**config.mk**
```make
export PLATFORM = sky130hd
export DESIGN_NAME = prefetch_queue
export DESIGN_NICKNAME = d
export VERILOG_FILES = /design/src/rtl/prefetch_pkg.sv /design/src/rtl/prefetch_fifo.sv /design/src/rtl/prefetch_queue.sv
export SDC_FILE = /design/constraint.sdc
export NUM_CORES = 1
export LEC_CHECK = 0
export ABC_CLOCK_PERIOD_IN_PS = 2430
export CORE_MARGIN = 2
export CORE_UTILIZATION = 35
export DETAILED_ROUTE_END_ITERATION = 6
export DONT_BUFFER_PORTS = 1
export SLEW_MARGIN = 20
export SYNTH_ARGS = -nofsm -noshare
export SYNTH_HDL_FRONTEND = slang
export SYNTH_SLANG_ARGS = --single-unit
```
**constraint.sdc**
```tcl
create_clock -name clock -period 2.43 [get_ports clock]
set_input_delay 0.243 -clock clock [delete_from_list [all_inputs] [get_ports clock]]
set_output_delay 0.243 -clock clock [all_outputs]
set_load 0.005 [all_outputs]
```
**src/rtl/prefetch_pkg.sv**
```systemverilog
// Shared types for the instruction prefetch queue: FIFO entry layout and word helpers.
package prefetch_pkg;
  localparam int INST_WORD_BYTES = 4;

  typedef struct packed {
    logic [31:0] pc;
    logic [31:0] inst;
  } fetch_entry_t;

  function automatic logic [31:0] word_align(input logic [31:0] a);
    return {a[31:2], 2'b00};
  endfunction
endpackage

```
**src/rtl/prefetch_fifo.sv**
```systemverilog
// Circular buffer of fetch entries; flush empties it in one cycle, head is read combinationally.
module prefetch_fifo
  import prefetch_pkg::*;
#(
  parameter int DEPTH = 4,
  localparam int AW = $clog2(DEPTH)
) (
  input  logic         clock,
  input  logic         reset,
  input  logic         i_push,
  input  logic         i_pop,
  input  logic         i_flush,
  input  fetch_entry_t i_wdata,
  output fetch_entry_t o_head,
  output logic [AW:0]  o_count
);
  fetch_entry_t r_mem [DEPTH];
  logic [AW-1:0] r_head, r_tail;
  logic [AW:0]   r_count;

  // Storage is not reset; validity is tracked entirely by r_count.
  always_ff @(posedge clock)
    if (i_push) r_mem[r_tail] <= i_wdata;

  always_ff @(posedge clock) begin
    if (reset || i_flush) begin
      r_head  <= '0;
      r_tail  <= '0;
      r_count <= '0;
    end else begin
      if (i_push) r_tail <= r_tail + 1'b1;
      if (i_pop)  r_head <= r_head + 1'b1;
      case ({i_push, i_pop})
        2'b10:   r_count <= r_count + 1'b1;
        2'b01:   r_count <= r_count - 1'b1;
        default: r_count <= r_count;
      endcase
    end
  end

  always_ff @(posedge clock)
    if (!reset && !i_flush)
      assert (!(i_push && !i_pop && r_count == (AW+1)'(DEPTH)));

  assign o_head  = r_mem[r_head];
  assign o_count = r_count;
endmodule

```
**src/rtl/prefetch_queue.sv**
```systemverilog
// Fetch PC owner and prefetch buffer feeding decode. Optional perf counters: PREFETCH_PERF_EN.
module prefetch_queue
  import prefetch_pkg::*;
#(
  parameter int          DEPTH    = 4,
  parameter logic [31:0] RESET_PC = 32'h0000_0000
) (
  input  logic        clock,
  input  logic        reset,
  output logic        imem_req,
  output logic [31:0] imem_addr,
  input  logic [31:0] imem_rdata,
  input  logic        redirect,
  input  logic [31:0] redirect_pc,
  output logic        out_valid,
  input  logic        out_ready,
  output logic [31:0] out_pc,
  output logic [31:0] out_inst,
  output logic [31:0] perf_redirects,
  output logic [31:0] perf_empty_cycles
);
  localparam int CW = $clog2(DEPTH) + 1;

  logic [31:0]   r_fetch_pc, r_inflight_pc;
  logic          r_inflight;
  logic [CW-1:0] w_count;
  logic [CW:0]   w_used, w_limit;
  logic          w_valid, w_pop, w_push, w_issue;
  fetch_entry_t  w_head, w_wdata;

  assign w_valid = !reset && (w_count != '0);
  assign w_pop   = w_valid && out_ready && !redirect;
  assign w_push  = !reset && !redirect && r_inflight;
  // A pop this cycle frees a slot, so issue can resume in the same cycle decode unstalls.
  assign w_used  = {1'b0, w_count} + {{CW{1'b0}}, r_inflight};
  assign w_limit = (CW+1)'(DEPTH) + {{CW{1'b0}}, w_pop};
  assign w_issue = !reset && !redirect && (w_used < w_limit);

  assign w_wdata = '{pc: r_inflight_pc, inst: imem_rdata};

  always_ff @(posedge clock) begin
    if (reset) begin
      r_fetch_pc    <= RESET_PC;
      r_inflight    <= 1'b0;
      r_inflight_pc <= RESET_PC;
    end else if (redirect) begin
      r_fetch_pc <= word_align(redirect_pc);
      r_inflight <= 1'b0;
    end else begin
      r_inflight <= w_issue;
      if (w_issue) begin
        r_inflight_pc <= r_fetch_pc;
        r_fetch_pc    <= r_fetch_pc + 32'(INST_WORD_BYTES);
      end
    end
  end

  prefetch_fifo #(.DEPTH(DEPTH)) u_fifo (
    .clock   (clock),
    .reset   (reset),
    .i_push  (w_push),
    .i_pop   (w_pop),
    .i_flush (redirect),
    .i_wdata (w_wdata),
    .o_head  (w_head),
    .o_count (w_count)
  );

  assign imem_req  = w_issue;
  assign imem_addr = reset ? RESET_PC : r_fetch_pc;
  assign out_valid = w_valid;
  assign out_pc    = reset ? 32'h0 : w_head.pc;
  assign out_inst  = reset ? 32'h0 : w_head.inst;

`ifdef PREFETCH_PERF_EN
  logic [31:0] r_perf_redirects, r_perf_empty;
  always_ff @(posedge clock) begin
    if (reset) begin
      r_perf_redirects <= '0;
      r_perf_empty     <= '0;
    end else begin
      if (redirect)              r_perf_redirects <= r_perf_redirects + 32'd1;
      if (out_ready && !w_valid) r_perf_empty     <= r_perf_empty + 32'd1;
    end
  end
  assign perf_redirects    = r_perf_redirects;
  assign perf_empty_cycles = r_perf_empty;
`else
  assign perf_redirects    = 32'h0;
  assign perf_empty_cycles = 32'h0;
`endif
endmodule

```
==> results.yml, run 1 <==
sta:
  finalSetupViolCount: 0
  skew_ps: 19.24
  timing.final.ws_setup_ps: 94.92
  fin_setup_tns_ps: 0
  achievable-frequency_mhz: 428.3
  period_share_pct: 96.09
  finalMaxSlewViolations: 0
  hold_viol_final: 0
  maxSlewHeadroom_pct: 37.43
  worstMarginPinSlew_ps: 935.5
  rsz0062_at_grt: "false"
  fin_crit_ps: 2335
synthesis:
  synthesis.area_sq_mm: 0.01349
  synth_flop_cell: "edfxtp_1"
  ys_types: 56
  async_flop_share_pct: 0
  ys_ff_latch: 318
  synth_common_cells: "edfxtp_1, nor2b_1, nand2_1, dfxtp_1, buf_4"
  ys_seq_area_share_pct: 65.60
  yosysTopAreaCellShare_pct: 55.21
  yosys_warnings: 0
  synth_area_per_cell_sq_um: 14.69
  synth_area_leaders: "edfxtp_1, dfxtp_1, mux4_2"
  synth_top_area_cell: "edfxtp_1"
  yosysMostFrequentCell: "edfxtp_1"
  synth_edf_count: 248
  synthCells: 918
run:
  max_cap_viol_count: 0
critical_path:
  cp_common_cell: "ha_4"
  cp_slowest_cell: "or4_1"
  worstReg2RegStart: "r_inflight"
  max_stage_delay_ps: 480
  worstSetupPathType: "flop to flop"
  r2r_cells: 9
  crit_path_end_kind: "flop"
  cp.required_ps: 2840
  r2r_slack_ps: 90
  r2r-end: "r_fetch_pc[31]"
  path_delay_family: "simple AND/OR/NAND/NOR gates"
  cp-start-kind: "flop"
  crit_fanout: 3
  critPathArrivalTime_ps: 2740
  worst-path-buf-inv: 2
  crit_path_cell_trace: "ha_4 > ha_4 > or2_4 > a32oi_4 > buf_6 > buf_4 > nand4_4 > or4_1 > a311oi_1"
clock_tree:
  htreeDepth: 2
  cts_num_sinks: 318
  path_clk_slew_ps: 60
  cts_tree: "yes"
  cts_buffers: 35
  cts_max_path_buffers: 3
  root_buffer: "clkbuf_16"
  clk_latency_ps: 510
routing:
  drt_wl_total_um: 31880
  vias: 7865
  drtIter0Drc: 544
  viasPerCell: 5.035
  drt_pass1_iterations: 5
  wire_per_inst_um: 20.41
  drc_errors: 0
  ant_nets: 0
final_layout:
  drive_gt1_share_pct: 18.65
  final.fill_count: 3465
  nets: 1103
  area_growth_pct: 19.27
  final_area_sq_mm: 0.01609
  num_antenna_cells: 0
pwr:
  peakVddDrop_mv: 0.4099
  leakagePower_nw: 5.362
  power.density_mw_per_mm2: 717.9
floorplanning:
  core-area_sq_mm: 0.03784
  core.rowCount: 71
  initial_core_util_pct: 35.64
  die_y_um: 200.3
  ios: 230
  die_x_um: 200.3
  dieArea_sq_mm: 0.04013
global_route:
  grt.total_usage_pct: 15.71
  grt_pass1_wl_um: 48580
  grt_max_degree: 104
  antenna_found_initial: 2
  grt_pass1_vias: 7879
  overflow: 0
hold_path:
  hold_path_startpoint: "redirect_pc[18]"
  hold_path_end: "r_fetch_pc[18]"
  min_path_type: "input pin to flop"
  whs_path_depth: 2
placed_design:
  io_buffers: 0
  place_area_sq_mm: 0.01423
  place_congestion: 0.8081
  place_hpwl_um: 19760
  pre_cts_ws_ps: 10.80
status:
  status: "completed"
[layout by cell type, fill, tap and decap left out, drive strengths merged, types with 8 or more instances in the layout]
| master | Yosys | final |
|---|---|---|
| clkbuf | 32 | 47 |
| or3 | 11 | 11 |
| clkinv | 0 | 11 |
| buf | 86 | 61 |
| conb | 1 | 68 |
| a21oi | 39 | 39 |
| edfxtp | 248 | 248 |
| ha | 8 | 8 |
| dlygate4sd3 | 0 | 60 |
| inv | 14 | 14 |
| nor2 | 25 | 25 |
| nor2b | 92 | 92 |
| dfxtp | 70 | 70 |
| o311ai | 9 | 9 |
| nand3 | 15 | 15 |
| nand4 | 16 | 16 |
| mux4 | 62 | 62 |
| nor3 | 9 | 9 |
| nand2 | 90 | 90 |
| a31oi | 10 | 10 |
| or4 | 11 | 11 |
[metal layers]
layer	routed length, um	GRT usage, %	vias up
met4	777	4.815	2
met1	14120	22.04	4014
met3	2050	3.384	50
li1	-	-	3552
met2	14920	24.48	247
met5	13	0	-
[how the worst max path moves through the flow]
stage / startpoint / end / slack [ps] / depth (start not counted)
6_report: r_inflight / r_fetch_pc[31] / 90 / 9
4_1_cts: u_fifo.o_count[0] / imem_req / -9 / 9
2_1_floorplan: r_inflight / r_fetch_pc[28] / 50 / 7
5_1_grt: u_fifo.o_count[0] / r_fetch_pc[31] / 2 / 9
3_3_place_gp: r_inflight / r_fetch_pc[21] / 60 / 8
3_5_place_dp: r_inflight / r_fetch_pc[31] / 10 / 8
[report_power, final]
group | internal (W) | switching [W] | total, W
Combinational | 0.000210 | 0.000284 | 0.000494
Clock | 0.00304 | 0.00205 | 0.00509
Sequential | 0.00591 | 0.0000619 | 0.00597
[state kept, by name, indices dropped and copies added (netlist names), named ones only]
name	flops
u_fifo.o_count	3
u_fifo.r_head	2
r_inflight_pc	30
r_fetch_pc	30
r_inflight	1
u_fifo.r_tail	2
u_fifo.r_mem	248
[what timing repair did]
action,in CTS,in global routing
cloned,1,0
pin swaps,5,7
setup buffers,7,2
hold endpoints to repair,188,0
endpoints found under the setup margin,2,8
gates resized for setup,11,3
hold buffers,61,0
[layout make-up]
| class | instances | area (sq um) | share of cell area, % |
|---|---|---|---|
| tap | 511 | 639.4 | 3.974 |
| clock inverter | 15 | 118.9 | 0.7388 |
| inverter | 14 | 60.06 | 0.3733 |
| clock buffer | 47 | 983.4 | 6.113 |
| multi-input combinational | 535 | 4180 | 25.98 |
| sequential | 318 | 8859 | 55.06 |
| timing repair buffer | 122 | 1247 | 7.754 |
[metrics by stage]
stage          utilization [%]  instances  hold slack, ps  power [W]
6_report                 42.51       1562           24.16    0.01155
5_1_grt                  42.51       1562           12.67    0.01197
4_1_cts                  42.51       1562           7.944    0.01169
3_5_place_dp             37.60       1431           332.3   0.006426
2_1_floorplan                -        985           341.9   0.006396
3_3_place_gp             37.60       1431           336.4   0.006420
[cell families after synthesis]
kind of cell,Yosys count,synth area share [%]
and+or+nand+nor,291,11.90
AOI/OAI and AO/OA,94,4.786
other,1,0.02780
buffers and inverters,132,5.723
xor gates and xnor gates,10,0.6493
adders and majority gates,9,0.8905
DFF,318,65.60
muxes,63,10.43
No activity file was read; power rests on OpenSTA's default activity.
==> run 2: changes to the inputs <==
--- a/config.mk
+++ b/config.mk
@@ -6,11 +6,11 @@
 export NUM_CORES = 1
 export LEC_CHECK = 0
 export ABC_CLOCK_PERIOD_IN_PS = 2430
-export CORE_MARGIN = 2
 export CORE_UTILIZATION = 35
 export DETAILED_ROUTE_END_ITERATION = 6
 export DONT_BUFFER_PORTS = 1
 export SLEW_MARGIN = 20
 export SYNTH_ARGS = -nofsm -noshare
 export SYNTH_HDL_FRONTEND = slang
+export SYNTH_HIERARCHICAL = 1
 export SYNTH_SLANG_ARGS = --single-unit
==> run 2 against run 1 <==
- register-to-register slack better by 30 ps
- largest cell class unchanged
- synthesized area grew 2.6%
- fmax fell by 0.41%
- worst setup slack got worse by 9.6 ps
- critical path depth shrank 1
- flip-flop and latch count increased by 8
==> results.yml, run 2 <==
critical_path:
  path_delay_family: "adder cells"
  crit_path_cell_trace: "ha_2 > ha_1 > nor2_2 > a41o_1 > buf_4 > nand2_4 > inv_4 > buf_12"
  r2r_cells: 10
  worst-path-buf-inv: 3
  r2r_slack_ps: 120
  worstSetupPathType: "flop to output pin"
  r2r-end: "r_fetch_pc[19]"
  worstReg2RegStart: "u_fifo/o_count[0]"
  path_depth: 8
  cp_slowest_cell: "dfxtp_2"
  max_stage_delay_ps: 330
  cp.required_ps: 2190
  crit_fanout: 11
  crit_path_end_kind: "output pin"
  critPathArrivalTime_ps: 2100
  cp-start-kind: "flop"
synthesis:
  synth_edf_count: 256
  ys_seq_area_share_pct: 65.70
  synthesis.area_sq_mm: 0.01383
  synth_common_cells: "edfxtp_1, nand2_1, nor2b_1, buf_4, dfxtp_1"
  synth_flop_cell: "edfxtp_1"
  synth_area_per_cell_sq_um: 14.88
  yosys_warnings: 6
  ys_types: 65
  ys_ff_latch: 326
  yosysMostFrequentCell: "edfxtp_1"
  async_flop_share_pct: 0
  synth_area_leaders: "edfxtp_1, dfxtp_1, mux4_2"
  synthCells: 930
  yosysTopAreaCellShare_pct: 55.57
  synth_top_area_cell: "edfxtp_1"
clock_tree:
  path_clk_slew_ps: 50
  root_buffer: "clkbuf_16"
  htreeDepth: 2
  cts_num_sinks: 326
  cts_max_path_buffers: 3
  cts_buffers: 38
  cts_tree: "yes"
  clk_latency_ps: 520
global_route:
  overflow: 0
  antenna_found_initial: 0
  grt_max_degree: 102
  grt_pass1_vias: 7796
  grt.total_usage_pct: 15.86
  grt_pass1_wl_um: 48310
final_layout:
  layout_common_cells: "edfxtp_1, nand2_1, nor2b_1"
  largest_reg_flops: 256
  final_common_cell: "edfxtp_1"
  layout.cells.non_filler: 1577
  nets: 1107
  area_growth_pct: 17.80
  largest_registers: "u_fifo/r_mem x256, r_fetch_pc x30, r_inflight_pc x30"
  drive_gt1_share_pct: 16.90
  num_antenna_cells: 0
  final.fill_count: 3596
  largest-register: "u_fifo/r_mem"
sta:
  fin_setup_tns_ps: 0
  hold_viol_final: 0
  worstMarginPinSlew_ps: 775.7
  maxSlewHeadroom_pct: 48.23
  skew_ps: 21.62
  finalMaxSlewViolations: 0
  fin_crit_ps: 2345
  holdWs_ps: 32.51
  period_share_pct: 96.49
  achievable-frequency_mhz: 426.5
  rsz0062_at_grt: "false"
  finalSetupViolCount: 0
pwr:
  clockPowerShare_pct: 45.6
  p_int_w: 0.009572
  p_seq_share_pct: 50.8
  power.density_mw_per_mm2: 739.5
  power_frac_comb_pct: 3.6
  power_switching_w: 0.002479
  peakVddDrop_mv: 0.3671
  swShare_pct: 20.57
  leakagePower_nw: 5.441
routing:
  drt_pass1_iterations: 6
  viasPerCell: 4.929
  drt_wl_total_um: 32020
  drtIter0Drc: 535
  wire_per_inst_um: 20.31
  ant_nets: 0
  drc_errors: 0
  vias: 7773
floorplanning:
  die_x_um: 200.8
  dieArea_sq_mm: 0.04033
  core-area_sq_mm: 0.03883
  core.rowCount: 72
  ios: 230
  die_y_um: 200.8
  initial_core_util_pct: 35.63
hold_path:
  whs_path_depth: 2
  hold_path_end: "r_fetch_pc[11]"
  min_path_type: "input pin to flop"
  hold_path_startpoint: "redirect_pc[11]"
placed_design:
  place_hpwl_um: 19610
  place_congestion: 0.7867
  io_buffers: 0
  numPlacedInstances: 1438
run:
  max_cap_viol_count: 0
status:
  status: "completed"
run 2: changes by cell type in the layout (fill, tap and decap cells not counted), moves of 5 or more:
| cell | change |
|---|---|
| a211oi_1 | -5 |
| a21oi_1 | +10 |
| buf_4 | -23 |
| clkinv_1 | -5 |
| clkinv_2 | +5 |
| conb_1 | +6 |
| dlygate4sd3_1 | +6 |
| edfxtp_1 | +8 |
| nand2_1 | +10 |
| o21ai_0 | +6 |
run 2: cell type report:
| cell class | instances | area (sq um) | share of cell area [%] |
|---|---|---|---|
| sequential | 326 | 9097 | 55.82 |
| tap | 518 | 648.1 | 3.977 |
| multi-input combinational | 545 | 4173 | 25.60 |
| timing repair buffer | 104 | 1114 | 6.833 |
| inverter | 15 | 58.81 | 0.3608 |
| clock inverter | 16 | 157.7 | 0.9674 |
| clock buffer | 53 | 1049 | 6.434 |
run 2: routing by layer:
| metal | wire length (um) | vias up | global-route usage, % |
|---|---|---|---|
| li1 | - | 3557 | - |
| met1 | 13740 | 3903 | 20.88 |
| met2 | 15290 | 255 | 25.79 |
| met3 | 2081 | 58 | 3.701 |
| met4 | 915 | 0 | 5.289 |
| met5 | 0 | - | 0 |
run 2: power by group through the flow:
stage / registers (W) / clock network, W / logic (W)
finish: 0.00612 / 0.00550 / 0.000436
global route: 0.00612 / 0.00587 / 0.000481
CTS: 0.00612 / 0.00566 / 0.000435
detailed placement: 0.00624 / 0 / 0.000287
global placement: 0.00623 / 0 / 0.000285
floorplan: 0.00621 / 0 / 0.000323
run 2: through the flow:
step                util [%]  area [sq um]  setup slack (ps)  power [W]
finish                 41.97         16300             85.32    0.01205
detailed placement     36.92         14340             79.11   0.006524
global route           41.97         16300            0.1765    0.01247
global placement       36.92         14340             104.1   0.006517
floorplan                  -         14110             358.8   0.006536
CTS                    41.91         16270             25.49    0.01222
run 2: what timing repair did:
item,CTS,global route
endpoints found under the hold margin,191,0
hold buffers,68,0
buffers inserted,2,1
gates resized for setup,4,8
setup endpoints to repair,1,17
cloned,0,0
pin swaps,2,1
run 2: worst reg2reg max path: cells and delay by family, from the launching register on:
family / cells / cell delay [ps]
AOI/OAI and AO/OA: 3 / 690
and+or+nand+nor: 2 / 200
adders and majority gates: 2 / 460
DFF: 1 / 330
buffers and inverters: 3 / 500
run 2: how the worst max path moves through the flow:
stage,start,end,slack [ps]
6_report,u_fifo/o_count[0],imem_req,90
5_1_grt,u_fifo/o_count[0],imem_req,0.2
4_1_cts,u_fifo/o_count[0],r_fetch_pc[29],30
3_5_place_dp,u_fifo/o_count[0],r_fetch_pc[30],80
3_3_place_gp,u_fifo/o_count[0],r_fetch_pc[28],100
2_1_floorplan,redirect,u_fifo/r_mem[0][0],360
run 2: kinds of logic after synthesis:
logic type / Yosys count / share of synthesized area, %
flops: 326 / 65.70
simple gates: 283 / 10.93
buf+inv: 132 / 6.412
compound gates: 103 / 4.694
mux: 69 / 10.93
fa+ha+maj: 9 / 0.8683
xor+xnor: 7 / 0.4432
other cells: 1 / 0.02711
==> run 3: changes to the inputs <==
--- a/config.mk
+++ b/config.mk
@@ -5,8 +5,9 @@
 export SDC_FILE = /design/constraint.sdc
 export NUM_CORES = 1
 export LEC_CHECK = 0
+export ABC_AREA = 1
 export ABC_CLOCK_PERIOD_IN_PS = 2430
-export CORE_UTILIZATION = 35
+export CORE_UTILIZATION = 30
 export DETAILED_ROUTE_END_ITERATION = 6
 export DONT_BUFFER_PORTS = 1
 export SLEW_MARGIN = 20
==> run 3 against run 2 <==
- clock power increased by 8.5%
- combinational power rose by 25%
- wire length increased by 13%
- power grew 5.5%
- fmax grew 2.6%
- register-to-register slack gained 30 ps
- largest power group unchanged
==> results.yml, run 3 <==
synthesis:
  synth_top_area_cell: "edfxtp_1"
  async_flop_share_pct: 0
  yosysMostFrequentCell: "nor2_1"
  synthSimpleGateAreaFrac_pct: 15.09
  ys_seq_area_share_pct: 62.75
  synth_top_family_by_area: "simple AND/OR/NAND/NOR gates"
  synth_flop_cell: "edfxtp_1"
  synth_edf_count: 256
  ys_types: 33
  synth_compound_area_share_pct: 10.77
  ys_ff_latch: 326
  synthesis.area_sq_mm: 0.01449
  yosys_warnings: 6
  synthMuxAreaShare_pct: 0
  synth_fa_ha_area_share_pct: 0.8292
  synth_area_per_cell_sq_um: 9.834
  synthCells: 1473
  yosysTopAreaCellShare_pct: 53.07
  synthXorXnorAreaFrac_pct: 0.4233
  synth_area_leaders: "edfxtp_1, dfxtp_1, nor2_1"
  synth_common_cells: "nor2_1, edfxtp_1, nand2_1, inv_1, o21ai_0"
critical_path:
  r2r_cells: 10
  crit_fanout: 17
  r2r-end: "r_fetch_pc[4]"
  cp-start-kind: "flop"
  worstReg2RegStart: "u_fifo/o_count[0]"
  crit_path_end_kind: "output pin"
  cp-startpoint: "u_fifo/o_count[0]"
  r2r_slack_ps: 150
  worstSetupPathType: "flop to output pin"
  cp.required_ps: 2190
  critPathArrivalTime_ps: 2040
final_layout:
  final_area_sq_mm: 0.01699
  area_growth_pct: 17.29
  largest_registers: "u_fifo/r_mem x256, r_fetch_pc x30, r_inflight_pc x30"
  final_common_cell: "nor2_1"
  seqCellArea_sq_mm: 0.009095
  drive_gt1_share_pct: 7.029
  nets: 1616
  multiInputGateArea_sq_mm: 0.004225
  post-route-util_pct: 35.66
  layout_common_cells: "nor2_1, edfxtp_1, nand2_1"
  largest-register: "u_fifo/r_mem"
  num_antenna_cells: 0
  layout.cells.non_filler: 2180
  largest_reg_flops: 256
  final.fill_count: 4775
global_route:
  overflow: 0
  grt_pass1_wl_um: 55060
  antenna_found_initial: 0
  grt.total_usage_pct: 14.47
  grt_max_degree: 97
  grt_pass1_vias: 9473
routing:
  top_layer: "met4"
  viasPerCell: 4.626
  dr_wl_met2_um: 16720
  wl_met1_um: 16540
  ant_nets: 0
  wl_met3_um: 1844
  vias: 10080
  wire_per_inst_um: 16.53
  drtIter0Drc: 663
  drt_wl_total_um: 36040
  drc_errors: 0
  drt_pass1_iterations: 7
status:
  status: "completed"
pwr:
  power.density_mw_per_mm2: 748.5
  p_seq_share_pct: 48.7
  power_frac_comb_pct: 4.3
  p_int_w: 0.01000
  clockPowerShare_pct: 47.0
  power_switching_w: 0.002718
  peakVddDrop_mv: 0.4273
  swShare_pct: 21.37
  leakagePower_nw: 6.291
clock_tree:
  root_buffer: "clkbuf_16"
  cts_max_path_buffers: 3
  path_clk_slew_ps: 60
  cts_tree: "yes"
  htreeDepth: 2
  cts_buffers: 38
  clk_latency_ps: 550
  cts_num_sinks: 326
sta:
  rsz0062_at_grt: "true"
  holdWs_ps: 63.44
  period_share_pct: 94.07
  achievable-frequency_mhz: 437.4
  hold_viol_final: 0
  fin_crit_ps: 2286
  fin_setup_tns_ps: 0
  finalMaxSlewViolations: 0
  skew_ps: 12.18
  finalSetupViolCount: 0
placed_design:
  numPlacedInstances: 2043
  place_hpwl_um: 21810
  io_buffers: 0
  place_congestion: 0.8668
  place_area_sq_mm: 0.01487
hold_path:
  min_path_type: "input pin to flop"
  whs_path_depth: 3
  hold_path_startpoint: "redirect"
  hold_path_end: "r_fetch_pc[2]"
floorplanning:
  die_x_um: 221.7
  dieArea_sq_mm: 0.04917
  die_y_um: 221.7
  ios: 230
  core.rowCount: 80
  initial_core_util_pct: 30.40
  core-area_sq_mm: 0.04765
run:
  max_cap_viol_count: 0
run 3: metal layers:
metal  GRT usage [%]  vias up
met4           5.444        0
met2           23.09      281
met5               0        -
li1                -     4941
met3           2.491       59
met1           19.63     4803
run 3: how the worst max path moves through the flow:
stage                                    end  slack (ps)
after floorplan           u_fifo/r_mem[0][0]         420
after global placement     u_fifo/o_count[2]         410
after detailed placement      r_fetch_pc[27]         400
after CTS                         out_pc[24]           4
after global routing           r_fetch_pc[4]          -9
final                               imem_req         140
run 3: worst max-delay path: stages, from the launching register on:
cell     delay [ps]
dfxtp_2         340
ha_1            210
ha_1            290
nor2_2          120
nand3_2         130
a21oi_4         210
buf_12          190
run 3: repair_timing:
| action | in CTS | in global routing |
|---|---|---|
| pin swaps | 1 | 1 |
| endpoints found under the hold margin | 168 | 0 |
| gates cloned | 1 | 1 |
| hold buffers | 67 | 0 |
| resized for setup | 2 | 11 |
| buffers inserted | 1 | 1 |
| endpoints found under the setup margin | 5 | 29 |
run 3: power groups by stage:
stage	combinational [W]	clock [W]	sequential (W)
after detailed placement	0.000392	0	0.00631
final	0.000546	0.00597	0.00620
after global routing	0.000612	0.00635	0.00621
after global placement	0.000389	0	0.00631
after floorplan	0.000407	0	0.00628
after CTS	0.000538	0.00616	0.00620
run 3: logic make-up (layout without fill, tap and decap cells):
logic type,Yosys count,count (layout)
compound gates,291,291
flops,326,326
buf+inv,281,300
other cells,1,74
xor+xnor,7,7
fa+ha+maj,9,9
simple gates,558,558
run 3: layout make-up:
class / instances / share of cell area, %
sequential: 326 / 53.53
multi-input combinational: 939 / 24.87
timing repair buffer: 93 / 6.112
clock buffer: 42 / 5.810
tap: 615 / 4.529
inverter: 141 / 3.248
clock inverter: 24 / 1.900
run 3: metrics by stage:
stage,setup slack (ps),total power [W]
finish,144.0,0.01272
global placement,408.2,0.006698
detailed placement,398.8,0.006707
CTS,4.161,0.01289
global route,-9.194,0.01317
floorplan,424.6,0.006687
